## src/rtl/pkt_tx_serializer_pkg.sv

```systemverilog
// Shared packet definitions for the TX serializer and the RX field parser.
// Provides packet-type and FSM-state enums, word-index constants, the
// captured-field struct and the per-type data-word count.
package pkt_tx_serializer_pkg;

    localparam int unsigned WORD_WIDTH = 16;
    localparam int unsigned TS_WIDTH   = 6;
    localparam int unsigned DROP_WIDTH = 8;
    localparam int unsigned TYPE_WIDTH = 3;
    localparam int unsigned HDR_PAD    = 7;
    localparam int unsigned IDX_WIDTH  = 3;
    localparam int unsigned LEN_WIDTH  = 4;

    typedef enum logic [TYPE_WIDTH-1:0] {
        PT_HB      = 3'b000,
        PT_CH_ADV  = 3'b001,
        PT_CH_JOIN = 3'b010,
        PT_DATA_3  = 3'b011,
        PT_DATA_4  = 3'b100,
        PT_DATA_5  = 3'b101,
        PT_DATA_6  = 3'b110,
        PT_INVALID = 3'b111
    } pkt_type_t;

    typedef enum logic [2:0] {
        ST_IDLE  = 3'd0,
        ST_ARMED = 3'd1,
        ST_SEND  = 3'd2,
        ST_CKSUM = 3'd3,
        ST_DONE  = 3'd4
    } tx_state_t;

    localparam logic [IDX_WIDTH-1:0] IDX_HDR      = 3'd0;
    localparam logic [IDX_WIDTH-1:0] IDX_SRC      = 3'd1;
    localparam logic [IDX_WIDTH-1:0] IDX_SRC_HOPS = 3'd2;
    localparam logic [IDX_WIDTH-1:0] IDX_Q        = 3'd3;
    localparam logic [IDX_WIDTH-1:0] IDX_ENERGY   = 3'd4;
    localparam logic [IDX_WIDTH-1:0] IDX_CH       = 3'd5;
    localparam logic [IDX_WIDTH-1:0] IDX_HOPS_CH  = 3'd6;
    localparam logic [IDX_WIDTH-1:0] IDX_DEST     = 3'd7;

    typedef struct packed {
        pkt_type_t             pktType;
        logic [TS_WIDTH-1:0]   timeslot;
        logic [WORD_WIDTH-1:0] sourceId;
        logic [WORD_WIDTH-1:0] destinationId;
        logic [WORD_WIDTH-1:0] sourceHops;
        logic [WORD_WIDTH-1:0] qValue;
        logic [WORD_WIDTH-1:0] energyLeft;
        logic [WORD_WIDTH-1:0] chosenCh;
        logic [WORD_WIDTH-1:0] hopsFromCh;
    } pkt_fields_t;

    // Data words carried by a packet of the given type (checksum excluded).
    function automatic logic [LEN_WIDTH-1:0] pkt_len(input pkt_type_t t);
        case (t)
            PT_HB:                 return 4'd5;
            PT_CH_ADV, PT_CH_JOIN: return 4'd7;
            default:               return 4'd8;
        endcase
    endfunction

endpackage

```

## src/rtl/pkt_tx_serializer_if.sv

```systemverilog
// TX word stream: txWord/txValid/txLast from the serializer, txReady from the sink.
interface pkt_tx_serializer_if;
    import pkt_tx_serializer_pkg::*;

    logic [WORD_WIDTH-1:0] txWord;
    logic                  txValid;
    logic                  txReady;
    logic                  txLast;

    modport master (output txWord, txValid, txLast, input txReady);
    modport slave  (input txWord, txValid, txLast, output txReady);
endinterface

```

## src/rtl/pkt_tx_serializer_tx_word_mux.sv

```systemverilog
// Combinational packet word selector.
// Ports: idx (word index), fields (captured packet) -> word_c (packet word).
module tx_word_mux
    import pkt_tx_serializer_pkg::*;
(
    input  logic [IDX_WIDTH-1:0]  idx,
    input  pkt_fields_t           fields,
    output logic [WORD_WIDTH-1:0] word_c
);

    always_comb begin
        word_c = '0;
        case (idx)
            IDX_HDR:      word_c = {fields.pktType, fields.timeslot, HDR_PAD'(0)};
            IDX_SRC:      word_c = fields.sourceId;
            IDX_SRC_HOPS: word_c = fields.sourceHops;
            IDX_Q:        word_c = fields.qValue;
            IDX_ENERGY:   word_c = fields.energyLeft;
            IDX_CH:       word_c = fields.chosenCh;
            IDX_HOPS_CH:  word_c = fields.hopsFromCh;
            IDX_DEST:     word_c = fields.destinationId;
            default:      word_c = '0;
        endcase
    end

endmodule

```

## src/rtl/pkt_tx_serializer.sv

```systemverilog
// Packet TX serializer: captures r* fields on load, waits in ARMED for the
// TX slot (okToSend), streams the packet as 16-bit words plus an XOR
// checksum word over txBus, then pulses txDone.
// Ports: clk, nrst (sync active-low), load, okToSend, r* packet fields,
//        txBus (master: txWord/txValid/txLast out, txReady in),
//        busy, txDone, dropCount (saturating reject/expiry count).
module pkt_tx_serializer
    import pkt_tx_serializer_pkg::*;
#(
    parameter int unsigned ARM_TIMEOUT = 64
) (
    input  logic                    clk,
    input  logic                    nrst,
    input  logic                    load,
    input  logic                    okToSend,
    input  logic [TYPE_WIDTH-1:0]   rPacketType,
    input  logic [WORD_WIDTH-1:0]   rSourceID,
    input  logic [WORD_WIDTH-1:0]   rDestinationID,
    input  logic [WORD_WIDTH-1:0]   rSourceHops,
    input  logic [WORD_WIDTH-1:0]   rQValue,
    input  logic [WORD_WIDTH-1:0]   rEnergyLeft,
    input  logic [WORD_WIDTH-1:0]   rChosenCH,
    input  logic [WORD_WIDTH-1:0]   rHopsFromCH,
    input  logic [TS_WIDTH-1:0]     rTimeslot,
    pkt_tx_serializer_if.master     txBus,
    output logic                    busy,
    output logic                    txDone,
    output logic [DROP_WIDTH-1:0]   dropCount
);

    localparam int unsigned CNT_W = $clog2(ARM_TIMEOUT + 1);
    localparam int unsigned SUM_W = DROP_WIDTH + 2;

    tx_state_t             state;
    pkt_fields_t           fields;
    logic [IDX_WIDTH-1:0]  idx;
    logic [WORD_WIDTH-1:0] cksum;
    logic [CNT_W-1:0]      armCnt;
    logic [WORD_WIDTH-1:0] txWordQ;
    logic                  txValidQ;
    logic                  txLastQ;

    logic                  handshake_c;
    logic                  lastData_c;
    logic                  loadDrop_c;
    logic                  timeoutDrop_c;
    logic [SUM_W-1:0]      dropSum_c;
    logic [DROP_WIDTH-1:0] dropNext_c;
    logic [IDX_WIDTH-1:0]  muxIdx_c;
    logic [WORD_WIDTH-1:0] muxWord_c;

    assign txBus.txWord  = txWordQ;
    assign txBus.txValid = txValidQ;
    assign txBus.txLast  = txLastQ;

    assign handshake_c = txValidQ && txBus.txReady;
    assign lastData_c  = ({1'b0, idx} == (pkt_len(fields.pktType) - LEN_WIDTH'(1)));

    // Any load outside IDLE, or an invalid-type load in IDLE, is rejected.
    assign loadDrop_c    = load && ((state != ST_IDLE) || (pkt_type_t'(rPacketType) == PT_INVALID));
    // Pending okToSend on the expiry edge takes priority over discarding.
    assign timeoutDrop_c = (state == ST_ARMED) && !okToSend &&
                           (armCnt == CNT_W'(ARM_TIMEOUT - 1));

    // Both drop sources can coincide, so add both and saturate.
    assign dropSum_c  = SUM_W'(dropCount) + SUM_W'(loadDrop_c) + SUM_W'(timeoutDrop_c);
    assign dropNext_c = (dropSum_c > SUM_W'({DROP_WIDTH{1'b1}})) ? '1 : dropSum_c[DROP_WIDTH-1:0];

    // Pre-select the word that becomes visible after the next transfer.
    assign muxIdx_c = (state == ST_SEND) ? (idx + IDX_WIDTH'(1)) : IDX_HDR;

    tx_word_mux u_tx_word_mux (
        .idx    (muxIdx_c),
        .fields (fields),
        .word_c (muxWord_c)
    );

    // FSM, counters, checksum and registered outputs.
    always_ff @(posedge clk) begin
        if (!nrst) begin
            state     <= ST_IDLE;
            fields    <= '0;
            idx       <= '0;
            cksum     <= '0;
            armCnt    <= '0;
            txWordQ   <= '0;
            txValidQ  <= 1'b0;
            txLastQ   <= 1'b0;
            busy      <= 1'b0;
            txDone    <= 1'b0;
            dropCount <= '0;
        end else begin
            dropCount <= dropNext_c;
            txDone    <= 1'b0;
            case (state)
                ST_IDLE: begin
                    if (load && (pkt_type_t'(rPacketType) != PT_INVALID)) begin
                        fields <= '{pktType:       pkt_type_t'(rPacketType),
                                    timeslot:      rTimeslot,
                                    sourceId:      rSourceID,
                                    destinationId: rDestinationID,
                                    sourceHops:    rSourceHops,
                                    qValue:        rQValue,
                                    energyLeft:    rEnergyLeft,
                                    chosenCh:      rChosenCH,
                                    hopsFromCh:    rHopsFromCH};
                        armCnt <= '0;
                        busy   <= 1'b1;
                        state  <= ST_ARMED;
                    end
                end
                ST_ARMED: begin
                    if (okToSend) begin
                        txWordQ  <= muxWord_c;
                        txValidQ <= 1'b1;
                        state    <= ST_SEND;
                    end else if (timeoutDrop_c) begin
                        busy  <= 1'b0;
                        state <= ST_IDLE;
                    end else begin
                        armCnt <= armCnt + CNT_W'(1);
                    end
                end
                ST_SEND: begin
                    if (handshake_c) begin
                        cksum <= cksum ^ txWordQ;
                        if (lastData_c) begin
                            txWordQ <= cksum ^ txWordQ;
                            txLastQ <= 1'b1;
                            state   <= ST_CKSUM;
                        end else begin
                            txWordQ <= muxWord_c;
                            idx     <= idx + IDX_WIDTH'(1);
                        end
                    end
                end
                ST_CKSUM: begin
                    if (handshake_c) begin
                        txWordQ  <= '0;
                        txValidQ <= 1'b0;
                        txLastQ  <= 1'b0;
                        txDone   <= 1'b1;
                        state    <= ST_DONE;
                    end
                end
                ST_DONE: begin
                    idx   <= '0;
                    cksum <= '0;
                    busy  <= 1'b0;
                    state <= ST_IDLE;
                end
                default: state <= ST_IDLE;
            endcase
        end
    end

endmodule
```

## src/flat_wrapper.sv

```systemverilog
// flat-port wrapper written by rule: the top's interface ports become plain ports
module pkt_tx_serializer_flat import pkt_tx_serializer_pkg::*;
#(
    parameter int unsigned ARM_TIMEOUT = 64
)
  (clk, nrst, load, okToSend, rPacketType, rSourceID, rDestinationID, rSourceHops, rQValue, rEnergyLeft, rChosenCH, rHopsFromCH, rTimeslot, busy, txDone, dropCount, txBus_txWord, txBus_txValid, txBus_txLast, txBus_txReady);
  pkt_tx_serializer_if txBus_i ();
  input  logic clk;
  input  logic nrst;
  input  logic load;
  input  logic okToSend;
  input  logic [TYPE_WIDTH-1:0] rPacketType;
  input  logic [WORD_WIDTH-1:0] rSourceID;
  input  logic [WORD_WIDTH-1:0] rDestinationID;
  input  logic [WORD_WIDTH-1:0] rSourceHops;
  input  logic [WORD_WIDTH-1:0] rQValue;
  input  logic [WORD_WIDTH-1:0] rEnergyLeft;
  input  logic [WORD_WIDTH-1:0] rChosenCH;
  input  logic [WORD_WIDTH-1:0] rHopsFromCH;
  input  logic [TS_WIDTH-1:0] rTimeslot;
  output logic busy;
  output logic txDone;
  output logic [DROP_WIDTH-1:0] dropCount;
  output wire logic [$bits(txBus_i.txWord)-1:0] txBus_txWord;
  output wire logic [$bits(txBus_i.txValid)-1:0] txBus_txValid;
  output wire logic [$bits(txBus_i.txLast)-1:0] txBus_txLast;
  input wire logic [$bits(txBus_i.txReady)-1:0] txBus_txReady;
  assign txBus_txWord = txBus_i.txWord;
  assign txBus_txValid = txBus_i.txValid;
  assign txBus_txLast = txBus_i.txLast;
  assign txBus_i.txReady = txBus_txReady;
  pkt_tx_serializer #(.ARM_TIMEOUT(ARM_TIMEOUT)) u_core (.clk(clk), .nrst(nrst), .load(load), .okToSend(okToSend), .rPacketType(rPacketType), .rSourceID(rSourceID), .rDestinationID(rDestinationID), .rSourceHops(rSourceHops), .rQValue(rQValue), .rEnergyLeft(rEnergyLeft), .rChosenCH(rChosenCH), .rHopsFromCH(rHopsFromCH), .rTimeslot(rTimeslot), .txBus(txBus_i), .busy(busy), .txDone(txDone), .dropCount(dropCount));
endmodule
```

## config.mk

```make
export PLATFORM = sky130hd
export DESIGN_NAME = pkt_tx_serializer_flat
export DESIGN_NICKNAME = d
export VERILOG_FILES = /design/src/rtl/pkt_tx_serializer_pkg.sv /design/src/rtl/pkt_tx_serializer_if.sv /design/src/rtl/pkt_tx_serializer_tx_word_mux.sv /design/src/rtl/pkt_tx_serializer.sv /design/src/flat_wrapper.sv
export SDC_FILE = /design/constraint.sdc
export NUM_CORES = 1
export LEC_CHECK = 0
export ABC_AREA = 1
export BUFFER_PORTS_ARGS = -buffer_cell sky130_fd_sc_hd__buf_2
export CAP_MARGIN = 10
export CORE_ASPECT_RATIO = 0.8
export CORE_MARGIN = 3
export CORE_UTILIZATION = 51
export CTS_BUF_LIST = sky130_fd_sc_hd__clkbuf_8
export CTS_CLUSTER_DIAMETER = 150
export DETAILED_ROUTE_END_ITERATION = 16
export PLACE_DENSITY = 0.71
export SKIP_CTS_REPAIR_TIMING = 1
export SLEW_MARGIN = 20
export SYNTH_ARGS = -nofsm -noshare
export SYNTH_HDL_FRONTEND = slang
export SYNTH_SLANG_ARGS = --single-unit
```

## constraint.sdc

```tcl
create_clock -name clk -period 2.6 [get_ports clk]
set_clock_uncertainty 0.05 [all_clocks]
set_input_delay 0.39 -clock clk [delete_from_list [all_inputs] [get_ports clk]]
set_output_delay 0.39 -clock clk [all_outputs]
set_load 0.05 [all_outputs]
```

* After elaboration in Yosys (flattened, before gate mapping)
Index checks and enable logic that the tools add are counted. Widths: inputs -> output; s select.
Operators by class: add/sub/neg operators 5, reductions and logical operators 28, muxes and demuxes 36, equal/unequal tests 27, magnitude comparators 1, bitwise logic cells 1
Operators by type and width (number):
- $pmux 16 s8 | 1
- $mux 16 | 5
- $pmux 16 s3 | 1
- $pmux 16 s2 | 1
- $mux 3 | 9
- $mux 7 | 3
- $eq 3x3->1 const B | 6
- $reduce_and 4->1 | 4
- $xor 16x16->16 | 1
- $eq 3x2->1 const B | 5
- $pmux 7 s2 | 1
- $pmux 3 s4 | 1
- $add 10x1->10 | 1
- $gt 10x8->1 const B | 1
- $ne 2x1->1 const B | 5
- $add 8x1->9 | 1
- $eq 3x1->1 const B | 3
- $logic_not 3->1 | 3
- $reduce_bool 3->1 | 3
- $mux 1 | 8
- $mux 8 | 1
- $ne 2x2->1 const B | 4
- $pmux 4 s2 | 1
- $reduce_bool 2->1 | 4
- other kinds (17) | 25
Word-level totals: word-level logic and storage cells 117, input port bits 126, output and inout port bits 28, register bits 178

* Longest topological paths before layout
word-level depth 8, mapped depth 17, depth with buffers taken out 17

* Modules after synthesis
From an unflattened synthesis, not the netlist that was laid out.
Second synthesis, totals: cell total of the unflattened synthesis 1187, area total of the unflattened synthesis 8211.6 µm²
By module, submodules not included:
- pkt_tx_serializer | seq. area each 3563.4 µm², area an instance 6986.7 µm², cells an instance 922, times used 1
- tx_word_mux | seq. area each 0.0 µm², area an instance 1224.9 µm², cells an instance 265, times used 1

* Worst setup path after synthesis
Ideal clock, no wire load.
path type reg-to-reg, start point reg u_core.state[0], end point reg u_core.dropCount[2], cell stages (with the launch flop) 16, path slack 0.345 ns, setup time 0.110 ns, period minus slack after synthesis 2.255 ns, buffers on the path 0, data required time 2.440 ns, data arrival time 2.095 ns, cells stage by stage dfxtp_1 > nor2_2 > inv_2 > nor2_4 > a21boi_0 > ha_1 > ha_1 > ha_1 > nand3_1 > nor2_1 > nand3_1 > nand2_1 > inv_1 > nand2_1 > nand2_1 > inv_1
On the way: longest elaborated chain between the ends 7, elaborated cells between the ends (all ways) 10, those cells by class add/sub: 2; order compare: 1; eq/ne: 1; mux: 1; reduce/logical: 5
RTL lines:
- start, declared | RTL line pkt_tx_serializer.sv:34 | tx_state_t state;
- start signal, assigned | RTL line pkt_tx_serializer.sv:81 | state <= ST_IDLE;
- start signal, assigned | RTL line pkt_tx_serializer.sv:109 | state <= ST_ARMED;
- start signal, assigned | RTL line pkt_tx_serializer.sv:116 | state <= ST_SEND;
- $reduce_bool 3->1 | RTL line pkt_tx_serializer.sv:60 | assign loadDrop_c = load && ((state != ST_IDLE) || (pkt_type_t'(rPacketType) == PT_INVALID));
- $logic_or 1x1->1 | RTL line pkt_tx_serializer.sv:60
- $logic_and 1x1->1 | RTL line pkt_tx_serializer.sv:60
- $add 8x1->9 | RTL line pkt_tx_serializer.sv:66 | assign dropSum_c = SUM_W'(dropCount) + SUM_W'(loadDrop_c) + SUM_W'(timeoutDrop_c);
- $add 10x1->10 (*) | RTL line pkt_tx_serializer.sv:66
- $gt 10x8->1 | RTL line pkt_tx_serializer.sv:67 | assign dropNext_c = (dropSum_c > SUM_W'({DROP_WIDTH{1'b1}})) ? '1 : dropSum_c[DROP_WIDTH-1:0];
- $mux 8 (*) | RTL line pkt_tx_serializer.sv:67
- end signal, assigned | RTL line pkt_tx_serializer.sv:93 | dropCount <= dropNext_c;
- end, declared | RTL line pkt_tx_serializer.sv:28 | output logic [DROP_WIDTH-1:0] dropCount
Every way passes the cells marked *; elsewhere a longest branch is shown, timed or not. A chain may end at the register's enable or synchronous reset.

* Worst setup path in the final report
start point reg u_core.state[1], end point reg u_core.dropCount[5]
The elaborated chain is that of the path after synthesis.

==> qor.tcl <==
set qor(result_of_the_run) {complete, no violations}
set qor(synth.cell_area_mm2) 0.00845
set qor(tightestPinTransition_ns) 0.707
set qor(detail_route.wirelength_mm) 23.5
set qor(synth_warnings) 0
set qor(finalWorstSetupSlack_ns) 0.188
set qor(grt_use_total) 0.261
set qor(power_density_mw_per_mm2) 897
set qor(worstHoldPathType) {input port to register}
set qor(place.gp.congestion) 0.860
set qor(drive_above_1_share) 0.170
set qor(clk_lat_worst_skew_ns) 0.46
set qor(route.detailed.wl_per_inst_um) 14.8
set qor(ys_dominant_reg_cell) {dfxtp_1}
set qor(pre_cts_ws_ns) 0.137
set qor(stdcell_area_mm2) 0.00977
set qor(post-route-period-util) 0.928
set qor(ys_seq_elements) 178
set qor(num_vias) 8310
set qor(clk_root_buffer_cell) {clkbuf_8}
set qor(boundary_pins) 154
set qor(start_util) 0.528
set qor(dr.pass1.iters) 5
set qor(number_of_global_route_vias_before_repair) 7410
set qor(synth_fp_nets) 1375
set qor(dp_cells) 1559
set qor(worstSetupPathType) {register to register}
set qor(synth.avg_cell_area_um2) 6.81
set qor(rows) 41
set qor(timing_limited_maximum_frequency_ghz) 0.415
set qor(power.static_leakage_nw) 4.56
set qor(cts_clock_pin_slew_for_the_worst_setup_and_hold_paths_ns) 0.09
set qor(chipWidth_um) 150
set qor(fin_tns_setup_ns) 0
set qor(synthTopCellsByArea) {dfxtp_1 42%, nor2_1 13%, o21ai_0 10%}
set qor(cap_viol_max_count) 0
set qor(timing.final.hold_violations) 0
set qor(numCtsBuffers) 17
set qor(cell_taking_the_most_area_after_synthesis) {dfxtp_1}
set qor(critPathArrivalTime_ns) 2.71
set qor(clockBufferDepth) 2
set qor(cpMostUsedCell) {nand2_1}
set qor(report.final.slew_viol_count) 0
set qor(grt_first_pass_wirelength_mm) 37.3
set qor(yosys.area.top_type_share) 0.421
set qor(number_of_violations_reported_at_the_end_of_detailed_routing_iteration_0) 710
set qor(postSynth.asyncResetShare) 0
set qor(maximum_number_of_pins_on_one_net_before_global_route_repair) 134
set qor(areaGrowthSynthToFinish_pct) 15.5
set qor(crit_slowest_cell) {dfxtp_1}
set qor(drcViolationCount) 0
set qor(timing.slew.headroom) 0.529
set qor(cp-start-kind) {register}
set qor(ant_nets) 0
set qor(yosysSeqAreaShare) 0.421
set qor(critPathMaxFanout) 3
set qor(htreeDepth) 4
set qor(clock_sink_count) 178
set qor(portBuffers) 153
set qor(dpl-instance-area_mm2) 0.00938
set qor(finish.cell_count_without_fillers) 1590
set qor(synth_edf_count) 0
set qor(dp_hpwl_mm) 16.5
set qor(netlist_top_cells_count) {300 x nor2_1, 191 x nand2_1, 178 x dfxtp_1}
set qor(vdd_ir_drop_max_mv) 0.569
set qor(detail_route.vias_per_cell) 5.23
set qor(synth_cells) 1241
set qor(timing.critical_path.to_type) {register}
set qor(crit_chain) {nor2_2 > inv_2 > nor2_4 > a21boi_1 > buf_4 > ha_1 > ha_2 > nand2_1 > nand3b_1 > nor2_1 > nand2_1 > xor2_1 > o21ai_0 > inv_1}
set qor(report.final.setup_viol) 0
set qor(design.final.nets) 1498
set qor(antenna_found_initial) 0
set qor(overflow) 0
set qor(synth.distinct_cells) 33
set qor(crit_required_ns) 2.90
set qor(finalHoldWorstSlack_ns) 0.124
set qor(delay_contributed_by_the_slowest_stage_of_the_critical_path_ns) 0.33
set qor(total_die_area_mm2) 0.0182
set qor(period_minus_slack_ns) 2.41
set qor(crit_family) {simple AND/OR/NAND/NOR gates}
set qor(core_outline_area_mm2) 0.0160
set qor(cts_tree) {done}
set qor(number_of_buffer_and_inverter_instances_along_the_worst_setup_path) 3
set qor(post-synth-top-count-cell) {nor2_1}
set qor(fp.dieH_um) 121
[report_power, final]
group          total, mW  switching [mW]  leakage, nW  internal (mW)
Sequential          3.78           0.397         1.46           3.38
Combinational       3.15            2.10         2.91           1.04
Clock               1.84           0.981        0.185          0.856
[sequential cells by signal, summed over array words and instances, names as in the netlist]
register,count
u_core.txBus.txLast,1
u_core.txBus.txWord,16
u_core.armCnt,7
u_core.fields,121
u_core.txDone,1
u_core.txBus.txValid,1
u_core.busy,1
u_core.dropCount,8
u_core.state,3
u_core.cksum,16
u_core.idx,3
[tightest hold or removal path: stages]
cell,delay (ns)
buf_2,0.07
o21ai_0,0.07
nor2_1,0.08
[kinds of logic after synthesis]
family                     synth area share
AOI/OAI and AO/OA                     0.140
xor gates and xnor gates             0.0218
adders and majority gates            0.0118
buffers and inverters                0.0796
other                              0.000444
and+or+nand+nor                       0.325
DFF                                   0.421
[per-stage QoR]
| step | utilization | power [mW] |
|---|---|---|
| floorplan | - | 6.09 |
| global placement | 0.586 | 6.87 |
| detailed placement | 0.586 | 6.95 |
| CTS | 0.609 | 8.77 |
| global route | 0.610 | 9.39 |
| finish | 0.610 | 8.77 |
[final cells by class]
type | instances | area, um2
sequential | 178 | 3560
clock buffer | 18 | 248
tap | 215 | 269
antenna | 1 | 2.50
fill | 1562 | 6240
timing repair buffer | 179 | 1050
clock inverter | 11 | 118
inverter | 75 | 283
multi-input combinational | 913 | 4230
[worst paths after layout]
check | start | endpoint | slack (ns) | cells after the start
hold / removal | rChosenCH[11] | u_core.fields[27] | 0.12 | 3
setup / recovery | u_core.state[1] | u_core.dropCount[5] | 0.19 | 14
hold reg to reg | u_core.armCnt[4] | u_core.armCnt[4] | 0.39 | 2
setup reg to reg | u_core.state[1] | u_core.dropCount[5] | 0.19 | 14
[placed cells by master, fill, tap and decap left out, types with 2 or more instances in the layout]
| master | synthesis | final |
|---|---|---|
| a21oi_1 | 51 | 50 |
| buf_12 | 0 | 7 |
| buf_2 | 28 | 152 |
| buf_4 | 8 | 20 |
| bufinv_16 | 0 | 2 |
| clkbuf_8 | 0 | 18 |
| clkinv_1 | 2 | 2 |
| clkinv_2 | 0 | 3 |
| clkinvlp_4 | 0 | 3 |
| dfxtp_1 | 178 | 177 |
| ha_1 | 8 | 6 |
| ha_2 | 0 | 2 |
| inv_1 | 69 | 71 |
| inv_2 | 4 | 3 |
| nand2_1 | 191 | 190 |
| nand2_2 | 1 | 2 |
| nand2_4 | 3 | 3 |
| nand3_1 | 137 | 137 |
| nand4_1 | 5 | 5 |
| nor2_1 | 300 | 299 |
| nor2_2 | 6 | 7 |
| nor2_4 | 4 | 4 |
| nor3_1 | 2 | 2 |
| o21a_1 | 2 | 2 |
| o21ai_0 | 172 | 172 |
| xor2_1 | 21 | 21 |
[metal layers]
metal | vias to the layer above | part of all wire | track usage
met4 | 0 | 0.013 | 0.0623
met5 | - | 0 | 0
met3 | 22 | 0.076 | 0.0612
met1 | 3781 | 0.48 | 0.384
li1 | 4252 | - | -
met2 | 255 | 0.43 | 0.386
(Power assumes the default switching activity.)
